## src/rtl/div19s8s.sv

```systemverilog
// Iterative signed divider: 19-bit dividend / 8-bit divisor -> 11-bit quotient, 8-bit remainder.
// Sign-magnitude restoring division, one quotient bit per cycle, valid/ready on both sides.
module div19s8s (
  input  logic        clk,
  input  logic        rst_n,
  input  logic        in_valid,
  output logic        in_ready,
  input  logic [18:0] dividend,
  input  logic [7:0]  divisor,
  output logic        out_valid,
  input  logic        out_ready,
  output logic [10:0] quotient,
  output logic [7:0]  remainder,
  output logic        ovf,
  output logic        dz
);

  typedef enum logic [1:0] {IDLE, CALC, FIX, DONE} state_t;

  state_t      state_q, state_d;
  logic [18:0] dvd_q, dvd_d;
  logic [7:0]  dvs_q, dvs_d;
  logic        sgn_dvd_q, sgn_dvd_d;
  logic        sgn_dvs_q, sgn_dvs_d;
  logic        zero_q, zero_d;
  logic [8:0]  prem_q, prem_d;
  logic [18:0] quo_q, quo_d;
  logic [4:0]  cnt_q, cnt_d;
  logic [10:0] quotient_q, quotient_d;
  logic [7:0]  remainder_q, remainder_d;
  logic        ovf_q, ovf_d;
  logic        dz_q, dz_d;

  logic [9:0]  shifted;
  logic [9:0]  trial;
  logic        neg;

  always_comb begin
    state_d     = state_q;
    dvd_d       = dvd_q;
    dvs_d       = dvs_q;
    sgn_dvd_d   = sgn_dvd_q;
    sgn_dvs_d   = sgn_dvs_q;
    zero_d      = zero_q;
    prem_d      = prem_q;
    quo_d       = quo_q;
    cnt_d       = cnt_q;
    quotient_d  = quotient_q;
    remainder_d = remainder_q;
    ovf_d       = ovf_q;
    dz_d        = dz_q;

    // prem never exceeds 127, so bit 9 of the trial is a reliable borrow flag
    shifted = {prem_q, dvd_q[18]};
    trial   = shifted - {2'b00, dvs_q};
    neg     = sgn_dvd_q ^ sgn_dvs_q;

    case (state_q)
      IDLE: begin
        if (in_valid) begin
          dvd_d     = dividend[18] ? -dividend : dividend;
          dvs_d     = divisor[7] ? -divisor : divisor;
          sgn_dvd_d = dividend[18];
          sgn_dvs_d = divisor[7];
          zero_d    = (divisor == '0);
          prem_d    = '0;
          quo_d     = '0;
          cnt_d     = 5'd18;
          state_d   = CALC;
        end
      end
      CALC: begin
        dvd_d = {dvd_q[17:0], 1'b0};
        if (!trial[9]) begin
          prem_d = trial[8:0];
          quo_d  = {quo_q[17:0], 1'b1};
        end else begin
          prem_d = shifted[8:0];
          quo_d  = {quo_q[17:0], 1'b0};
        end
        if (cnt_q == '0) begin
          state_d = FIX;
        end else begin
          cnt_d = cnt_q - 5'd1;
        end
      end
      FIX: begin
        ovf_d = 1'b0;
        dz_d  = 1'b0;
        if (zero_q) begin
          quotient_d  = sgn_dvd_q ? 11'h400 : 11'h3FF;
          remainder_d = '0;
          dz_d        = 1'b1;
        end else if (!neg && (quo_q > 19'd1023)) begin
          quotient_d  = 11'h3FF;
          remainder_d = '0;
          ovf_d       = 1'b1;
        end else if (neg && (quo_q > 19'd1024)) begin
          quotient_d  = 11'h400;
          remainder_d = '0;
          ovf_d       = 1'b1;
        end else begin
          quotient_d  = neg ? -quo_q[10:0] : quo_q[10:0];
          remainder_d = sgn_dvd_q ? -prem_q[7:0] : prem_q[7:0];
        end
        state_d = DONE;
      end
      DONE: begin
        if (out_ready) begin
          state_d = IDLE;
        end
      end
      default: state_d = IDLE;
    endcase
  end

  always_ff @(posedge clk) begin
    if (!rst_n) begin
      state_q     <= IDLE;
      dvd_q       <= '0;
      dvs_q       <= '0;
      sgn_dvd_q   <= 1'b0;
      sgn_dvs_q   <= 1'b0;
      zero_q      <= 1'b0;
      prem_q      <= '0;
      quo_q       <= '0;
      cnt_q       <= '0;
      quotient_q  <= '0;
      remainder_q <= '0;
      ovf_q       <= 1'b0;
      dz_q        <= 1'b0;
    end else begin
      state_q     <= state_d;
      dvd_q       <= dvd_d;
      dvs_q       <= dvs_d;
      sgn_dvd_q   <= sgn_dvd_d;
      sgn_dvs_q   <= sgn_dvs_d;
      zero_q      <= zero_d;
      prem_q      <= prem_d;
      quo_q       <= quo_d;
      cnt_q       <= cnt_d;
      quotient_q  <= quotient_d;
      remainder_q <= remainder_d;
      ovf_q       <= ovf_d;
      dz_q        <= dz_d;
    end
  end

  assign in_ready  = (state_q == IDLE);
  assign out_valid = (state_q == DONE);
  assign quotient  = quotient_q;
  assign remainder = remainder_q;
  assign ovf       = ovf_q;
  assign dz        = dz_q;

endmodule

```

## config.mk

```make
export PLATFORM = sky130hd
export DESIGN_NAME = div19s8s
export DESIGN_NICKNAME = d
export VERILOG_FILES = /design/src/rtl/div19s8s.sv
export SDC_FILE = /design/constraint.sdc
export NUM_CORES = 1
export LEC_CHECK = 0
export ABC_CLOCK_PERIOD_IN_PS = 2650
export BUFFER_PORTS_ARGS = -buffer_cell sky130_fd_sc_hd__buf_2
export CAP_MARGIN = 20
export CORE_MARGIN = 2
export CORE_UTILIZATION = 55
export CTS_CLUSTER_DIAMETER = 50
export CTS_CLUSTER_SIZE = 14
export DETAILED_ROUTE_END_ITERATION = 16
export PLACE_DENSITY_LB_ADDON = 0.2
export SYNTH_ARGS = -nofsm -noshare
export SYNTH_HDL_FRONTEND = slang
export SYNTH_SLANG_ARGS = --single-unit
```

## constraint.sdc

```tcl
create_clock -name clk -period 2.65 [get_ports clk]
set_input_delay 0.3975 -clock clk [delete_from_list [all_inputs] [get_ports clk]]
set_output_delay 0.3975 -clock clk [all_outputs]
set_load 0.005 [all_outputs]
```

==> flow_summary.yaml, run 1 <==
sta:
  finalSetupViolCount: 0
  finalClockSkew_ns: 0.00865
  finalCritPeriodShare_pct: 90.6
  layout_min_cycle_time_ns: 2.40
  rsz0062_at_grt: "no"
  worst_pin_slew_ns: 0.731
  hold_viol: 0
  maxSlewHeadroom_pct: 51.1
  fmax_mhz: 417
  final-max-slew-violation-count: 0
  fin_setup_tns_ns: 0
synth:
  synth_top_area_share_pct: 35.5
  yosysWarnings: 0
  synth-edff-count: 0
  yosys.cell_types.count: 59
  ys.flop_type: "dfxtp_1"
  ys_ff_latch: 86
  syn_nets: 662
  post-synth-top-count-cell: "dfxtp_1"
  netlist_top_cells_count: "86 x dfxtp_1, 78 x nand2_1, 68 x nor2_1, 43 x a21oi_1, 29 x clkbuf_1"
  async_flop_share_pct: 0
  synth_area_leaders: "dfxtp_1 35%, nand2_1 6.0%, nor2_1 5.3%"
  syn_inst: 611
  syn_area_um2: 4850
  syn_avg_cell_area_um2: 7.94
  synth.yosys.seq_area_share_pct: 35.5
  yosysTopAreaCell: "dfxtp_1"
cells_and_area:
  area_growth_syn_to_layout_pct: 11.3
  fin_nets: 708
  multi_input_area_um2: 2880
  diodes: 0
  fillers: 786
  drive_gt1_share_pct: 15.9
  final_cells: 769
  final-seq-area_um2: 1720
min_path:
  worstHoldPathType: "in2reg"
  holdPathStages: 3
worst_setup_path:
  slowest_delay_ns: 0.49
  cp_cell_sequence: "nor4_1, nand2_1, nor4_4, buf_4, a31oi_1, or3_1, a32o_1"
  worstPathRequired_ns: 2.90
  worstPathMaxFanout: 8
  critical_path_class: "reg2reg"
  cp-start-kind: "flop"
  slowest_stage: "nor4_1"
  endpoint_kind: "flop"
  worstPathArrival_ns: 2.65
  worstRegToRegCells: 7
routing:
  via_count: 4518
  ant_nets: 0
  vias_per_cell: 5.88
  drt_iter0_drc: 209
  drc: 0
  dr.pass1.iters: 6
  routed_wl_um: 11500
  avgRoutedWirePerCell_um: 14.9
global_route:
  grt_pass1_wl_um: 19500
  antenna_found_initial: 0
  grt.total_usage_pct: 24.3
  grt_overflow_total: 0
  first_global_vias: 4144
  grt_max_degree: 37
floorplan:
  pin_count: 54
  rows: 34
  start_util_pct: 56.2
  dieArea_um2: 9590
  die_w_um: 97.9
  fp.dieH_um: 97.9
  fp.coreArea_um2: 8640
clock_tree:
  cts.hold.buffers_added: 0
  root_buffer: "clkbuf_8"
  clock_latency_ns: 0.36
  cts_tree: "yes"
  numCtsBuffers: 9
  clkTransAtPathRegs_ns: 0.08
  ctsResizeCount: 0
  clockBufferDepth: 2
  post-cts-setup-buffers: 0
  h-tree-depth: 3
  clkSinkCount: 86
placed_design:
  gp_congestion: 0.944
  dp_hpwl_um: 8470
  numPortBuffers: 53
  dp.cells: 754
power:
  leakage_nw: 2.16
  peakVddDrop_mv: 0.686
  power.total_mw: 4.95
  power_density_nw_per_um2: 916
flow_run:
  drv_cap: 0
run_status:
  status: "complete, no violations"
[state kept, by name, summed over array words and instances, names as in the netlist]
| register | count |
|---|---|
| dvd_q | 19 |
| ovf | 1 |
| dvs_q | 8 |
| dz | 1 |
| remainder | 8 |
| sgn_dvd_q | 1 |
| zero_q | 1 |
| prem_q | 9 |
| sgn_dvs_q | 1 |
| state_q | 2 |
| cnt_q | 5 |
| quo_q | 19 |
| quotient | 11 |
[critical path, delay by kind of cell (launching register included)]
kind	cells	cell delay, ns
simple gates	4	1.43
buf+inv	1	0.21
compound gates	2	0.32
flops	1	0.33
[power breakdown]
group / switching [mW] / internal (mW)
clock: 0.465 / 0.360
combinational: 1.48 / 0.905
sequential: 0.202 / 1.53
total: 2.15 / 2.80
[layout make-up]
type	count	share of cell area [%]
Tap cell	108	2.50
Clock inverter	5	0.672
Timing Repair Buffer	69	7.14
Inverter	27	1.88
Sequential cell	86	31.9
Clock buffer	10	2.55
Multi-Input combinational cell	464	53.4
[stage by stage]
stage	cell area [um^2]	setup slack (ns)	hold slack [ns]	utilization [%]
after detailed placement	5230	0.312	0.437	60.5
after global placement	5230	0.309	0.433	60.5
final	5400	0.250	0.326	62.5
after floorplan	4850	0.483	0.418	-
after CTS	5400	0.269	0.319	62.5
after global routing	5400	0.0683	0.325	62.5
[cells in the final DEF, fill, tap and decap left out, types with 4 or more instances in the layout]
cell type  instances
mux2i_1            5
o21ai_1           19
nand4_1            8
a211oi_1           9
o31ai_1            7
xnor2_1           16
o211ai_1          20
o21ai_0            7
a21oi_1           43
inv_2              5
buf_2             53
ha_1              19
o21a_1             4
clkbuf_8          10
a32o_1             4
nand2_1           78
a21o_1             5
inv_1             22
a31oi_1            6
nor4_1             6
nor3_1            14
or3_1             12
a22oi_1           19
dfxtp_1           86
nand3_1           18
o21ai_2            8
buf_4             16
xor2_1            19
nor2_1            68
nor2b_1            4
and3_1             4
[metal layers]
| metal | track usage (%) | vias up | share of wire [%] |
|---|---|---|---|
| met3 | 3.72 | 21 | 6.0 |
| li1 | - | 2283 | - |
| met1 | 32.9 | 2048 | 46 |
| met4 | 7.91 | 0 | 1.6 |
| met2 | 40.0 | 166 | 47 |
| met5 | 0 | - | 0 |
[path summary, 6_finish.rpt]
check                       startpoint                         to  slack [ns]
max             quo_q[14]$_SDFFE_PN0P_   quotient[8]$_SDFFE_PN0P_        0.25
min                        dividend[0]      dvd_q[0]$_SDFFE_PN0P_        0.33
min reg2reg  remainder[4]$_SDFFE_PN0P_  remainder[4]$_SDFFE_PN0P_        0.45
max reg2reg     quo_q[14]$_SDFFE_PN0P_   quotient[8]$_SDFFE_PN0P_        0.25
[cell families after synthesis]
group                      after synthesis  share of synthesized area (%)
AOI/OAI and AO/OA                      174                           24.3
xor gates and xnor gates                36                           6.65
adders and majority gates               20                           5.31
buffers and inverters                   61                           5.11
DFF                                     86                           35.5
muxes                                    5                           1.03
and+or+nand+nor                        229                           22.1
(Power assumes the default switching activity.)
==> run 2: changes to the inputs <==
--- a/config.mk
+++ b/config.mk
@@ -8,7 +8,7 @@
 export ABC_CLOCK_PERIOD_IN_PS = 2650
 export BUFFER_PORTS_ARGS = -buffer_cell sky130_fd_sc_hd__buf_2
 export CAP_MARGIN = 20
-export CORE_MARGIN = 2
+export CORE_MARGIN = 8
 export CORE_UTILIZATION = 55
 export CTS_CLUSTER_DIAMETER = 50
 export CTS_CLUSTER_SIZE = 14
==> flow_summary.yaml, run 2 (same netlist as run 1, synthesis figures left out) <==
sta:
  hold_viol: 0
  finalClockSkew_ns: 0.0102
  fmax_mhz: 427
  final-max-slew-violation-count: 0
  maxSlewHeadroom_pct: 38.1
  finalSetupViolCount: 0
  finalCritPeriodShare_pct: 88.3
  layout_min_cycle_time_ns: 2.34
  worst_pin_slew_ns: 0.922
  fin_setup_tns_ns: 0
  worst_slack_ns: 0.310
  rsz0062_at_grt: "no"
placed_design:
  place_area_um2: 5220
  dp_slack_ns: 0.322
  numPortBuffers: 53
  dp_hpwl_um: 8480
  gp_congestion: 0.941
worst_setup_path:
  critical_path_class: "reg2reg"
  worstPathMaxFanout: 8
  endpoint_kind: "flop"
  worstPathArrival_ns: 2.60
  cp-start-kind: "flop"
  worstPathRequired_ns: 2.91
run_status:
  status: "complete, no violations"
cells_and_area:
  drive_gt1_share_pct: 15.7
  multi_input_area_um2: 2880
  utilization_pct: 63.0
  final_common_cell: "dfxtp_1"
  final_area_um2: 5440
  final-seq-area_um2: 1720
  final_cell_mix: "86 x dfxtp_1, 78 x nand2_1, 68 x nor2_1, 53 x buf_2, 43 x a21oi_1"
  fillers: 791
  diodes: 0
  fin_nets: 707
  area_growth_syn_to_layout_pct: 12.2
floorplan:
  start_util_pct: 56.2
  pin_count: 54
  die_w_um: 110
  fp.dieH_um: 110
  rows: 34
  dieArea_um2: 12100
  fp.coreArea_um2: 8640
routing:
  vias_per_cell: 5.83
  dr.pass1.iters: 5
  avgRoutedWirePerCell_um: 14.6
  via_count: 4481
  drc: 0
  routed_wl_um: 11200
  drt_iter0_drc: 146
  ant_nets: 0
power:
  power_density_nw_per_um2: 945
  peakVddDrop_mv: 0.852
  leakage_nw: 2.17
flow_run:
  drv_cap: 0
global_route:
  grt.total_usage_pct: 19.3
  grt_pass1_wl_um: 19200
  antenna_found_initial: 0
  grt_max_degree: 37
  grt_overflow_total: 0
  first_global_vias: 4126
clock_tree:
  post-cts-setup-buffers: 0
  clockBufferDepth: 2
  cts_tree: "yes"
  clkTransAtPathRegs_ns: 0.09
  cts.hold.buffers_added: 0
  ctsResizeCount: 0
  root_buffer: "clkbuf_8"
  h-tree-depth: 3
  clkSinkCount: 86
  numCtsBuffers: 9
  clock_latency_ns: 0.36
min_path:
  worstHoldPathType: "in2reg"
==> run 2: final cells by class <==
class	instances	area share [%]
tap	108	2.48
multi-input combinational	464	53.0
inverter	27	1.86
clock inverter	5	1.52
timing repair buffer	68	6.94
clock buffer	11	2.60
sequential	86	31.6
==> run 2: metrics by stage <==
stage / total power [mW] / hold slack, ns / std cells
global placement: 4.07 / 0.432 / 753
global route: 5.55 / 0.328 / 769
floorplan: 3.53 / 0.418 / 611
CTS: 5.14 / 0.312 / 769
detailed placement: 4.11 / 0.438 / 753
finish: 5.14 / 0.324 / 769
==> run 2: path summary, 6_finish.rpt <==
| kind | from | end | slack (ns) | cells past startpoint |
|---|---|---|---|---|
| max | quo_q[14]$_SDFFE_PN0P_ | quotient[8]$_SDFFE_PN0P_ | 0.31 | 6 |
| min | dividend[0] | dvd_q[0]$_SDFFE_PN0P_ | 0.32 | 3 |
| max reg2reg | quo_q[14]$_SDFFE_PN0P_ | quotient[8]$_SDFFE_PN0P_ | 0.31 | 6 |
| min reg2reg | remainder[3]$_SDFFE_PN0P_ | remainder[3]$_SDFFE_PN0P_ | 0.45 | 2 |
==> run 2: metal layers <==
layer	share of wire, %	up-vias	routed length [um]	track usage [%]
li1	-	2281	-	-
met1	49	2067	5530	26.7
met2	44	122	4950	30.1
met3	5.5	11	618	2.64
met4	1.1	0	129	6.27
met5	0	-	0	0
==> run 2: report_power, final <==
group          switching [mW]  leakage, nW  internal, mW
clock network           0.476        0.102         0.557
logic                    1.46         1.37         0.911
registers               0.199        0.699          1.53
==> run 2: worst max-delay path, cell delays in order, from the launching register on <==
cell and delay [ns]:
dfxtp_1 0.33, nor4_1 0.42, nand2_1 0.28, nor4_4 0.55, a31oi_1 0.08, or3_1 0.32
a32o_1 0.25
==> run 3: changes to the inputs <==
--- a/config.mk
+++ b/config.mk
@@ -14,6 +14,7 @@
 export CTS_CLUSTER_SIZE = 14
 export DETAILED_ROUTE_END_ITERATION = 16
 export PLACE_DENSITY_LB_ADDON = 0.2
+export SETUP_SLACK_MARGIN = 0.4
 export SYNTH_ARGS = -nofsm -noshare
 export SYNTH_HDL_FRONTEND = slang
 export SYNTH_SLANG_ARGS = --single-unit
==> flow_summary.yaml, run 3 (same netlist as run 1, synthesis figures left out) <==
clock_tree:
  numCtsBuffers: 9
  h-tree-depth: 3
  root_buffer: "clkbuf_8"
  clock_latency_ns: 0.35
  cts_tree: "yes"
  clkTransAtPathRegs_ns: 0.09
  clockBufferDepth: 2
  clkSinkCount: 86
sta:
  fin_setup_tns_ns: 0
  layout_min_cycle_time_ns: 2.17
  worst_pin_slew_ns: 0.906
  finalSetupViolCount: 0
  finalCritPeriodShare_pct: 81.9
  fmax_mhz: 461
  rsz0062_at_grt: "yes"
  final-max-slew-violation-count: 0
  worst_slack_ns: 0.480
  maxSlewHeadroom_pct: 39.1
  hold_viol: 0
  finalClockSkew_ns: 0.00875
placed_design:
  dp.cells: 753
  place_area_um2: 5220
  dp_slack_ns: 0.322
  gp_congestion: 0.941
  numPortBuffers: 53
  dp_hpwl_um: 8480
routing:
  ant_nets: 0
  drt_iter0_drc: 190
  avgRoutedWirePerCell_um: 14.6
  routed_wl_um: 11300
  drc: 0
  vias_per_cell: 5.83
  via_count: 4510
  dr.pass1.iters: 5
power:
  peakVddDrop_mv: 0.867
  netSwitchingFraction_pct: 41.4
  p_seq_share_pct: 33.3
  power_density_nw_per_um2: 946
  pwr-share-comb_pct: 47.0
  leakage_nw: 2.20
  switching_power_mw: 2.16
  p_clk_share_pct: 19.7
  cell_internal_pwr_mw: 3.05
worst_setup_path:
  critical_path_class: "reg2reg"
  endpoint_kind: "flop"
  worstRegToRegCells: 6
  worstPathRequired_ns: 2.94
  worstPathArrival_ns: 2.46
  cp-start-kind: "flop"
  worstPathMaxFanout: 9
global_route:
  grt_busiest_layer: "met2"
  grtUsageMet1_pct: 26.8
  grt_overflow_total: 0
  grtUsageMet3_pct: 2.64
  met2_usage_pct: 30.0
  antenna_found_initial: 0
  grt.total_usage_pct: 19.3
  first_global_vias: 4135
  grt_max_degree: 37
  grt_pass1_wl_um: 19300
cells_and_area:
  diodes: 0
  fin_nets: 712
  final_area_um2: 5510
  area_growth_syn_to_layout_pct: 13.5
  final_cell_mix: "83 x dfxtp_1, 78 x nand2_1, 68 x nor2_1, 53 x buf_2, 41 x a21oi_1"
  final_cells: 774
  drive_gt1_share_pct: 17.9
  final_common_cell: "dfxtp_1"
min_path:
  worstHoldPathType: "in2reg"
  holdPathStages: 3
floorplan:
  die_w_um: 110
  pin_count: 54
  fp.coreArea_um2: 8640
  dieArea_um2: 12100
  fp.dieH_um: 110
  start_util_pct: 56.2
  rows: 34
flow_run:
  drv_cap: 0
run_status:
  status: "complete, no violations"
## run 3: what timing repair did
item	in CTS	in global routing
gates resized for setup	2	8
setup buffers	1	4
setup endpoints to repair	10	22
endpoints found under the hold margin	0	0
pin swaps	1	2
hold buffers	0	0
## run 3: final cells by class
cell class	instances	area (um^2)
fill	784	3130
multi-input combinational	464	2910
sequential	86	1730
timing repair buffer	73	415
clock buffer	11	141
tap	108	135
inverter	27	101
clock inverter	5	82.6
## run 3: worst max-delay path, cell delays in order, from the launching register on
cell,delay (ns)
dfxtp_1,0.39
or3_4,0.43
or4_4,0.54
a21oi_4,0.22
a21oi_2,0.09
or2_4,0.29
o21ai_2,0.14
## run 3: power groups by stage
stage / registers, mW / clock network, mW / logic [mW]
3_3_place_gp: 1.75 / 0 / 2.32
6_report: 1.73 / 1.03 / 2.45
3_5_place_dp: 1.76 / 0 / 2.36
2_1_floorplan: 1.71 / 0 / 1.82
4_1_cts: 1.73 / 1.04 / 2.38
5_1_grt: 1.78 / 1.10 / 2.75
## run 3: worst paths after layout
path | startpoint | to | slack, ns
worst min-delay path | divisor[0] | dvs_q[0]$_SDFFE_PN0P_ | 0.33
worst min register to register | remainder[3]$_SDFFE_PN0P_ | remainder[3]$_SDFFE_PN0P_ | 0.45
worst max register to register | quo_q[5]$_SDFFE_PN0P_ | remainder[5]$_SDFFE_PN0P_ | 0.48
worst max-delay path | quo_q[5]$_SDFFE_PN0P_ | remainder[5]$_SDFFE_PN0P_ | 0.48
## run 3: per-layer routing
metal | wire length, um | vias to the layer above | share of wire (%)
met3 | 658 | 14 | 5.8
met4 | 165 | 0 | 1.5
met5 | 0 | - | 0
met1 | 5510 | 2071 | 49
li1 | - | 2291 | -
met2 | 4950 | 134 | 44
## run 3: stage by stage
| step | utilization, % | power, mW | hold slack (ns) |
|---|---|---|---|
| after detailed placement | 60.4 | 4.11 | 0.438 |
| after global routing | 63.8 | 5.63 | 0.328 |
| after floorplan | - | 3.53 | 0.418 |
| final | 63.8 | 5.21 | 0.328 |
| after CTS | 63.1 | 5.15 | 0.312 |
| after global placement | 60.4 | 4.07 | 0.432 |
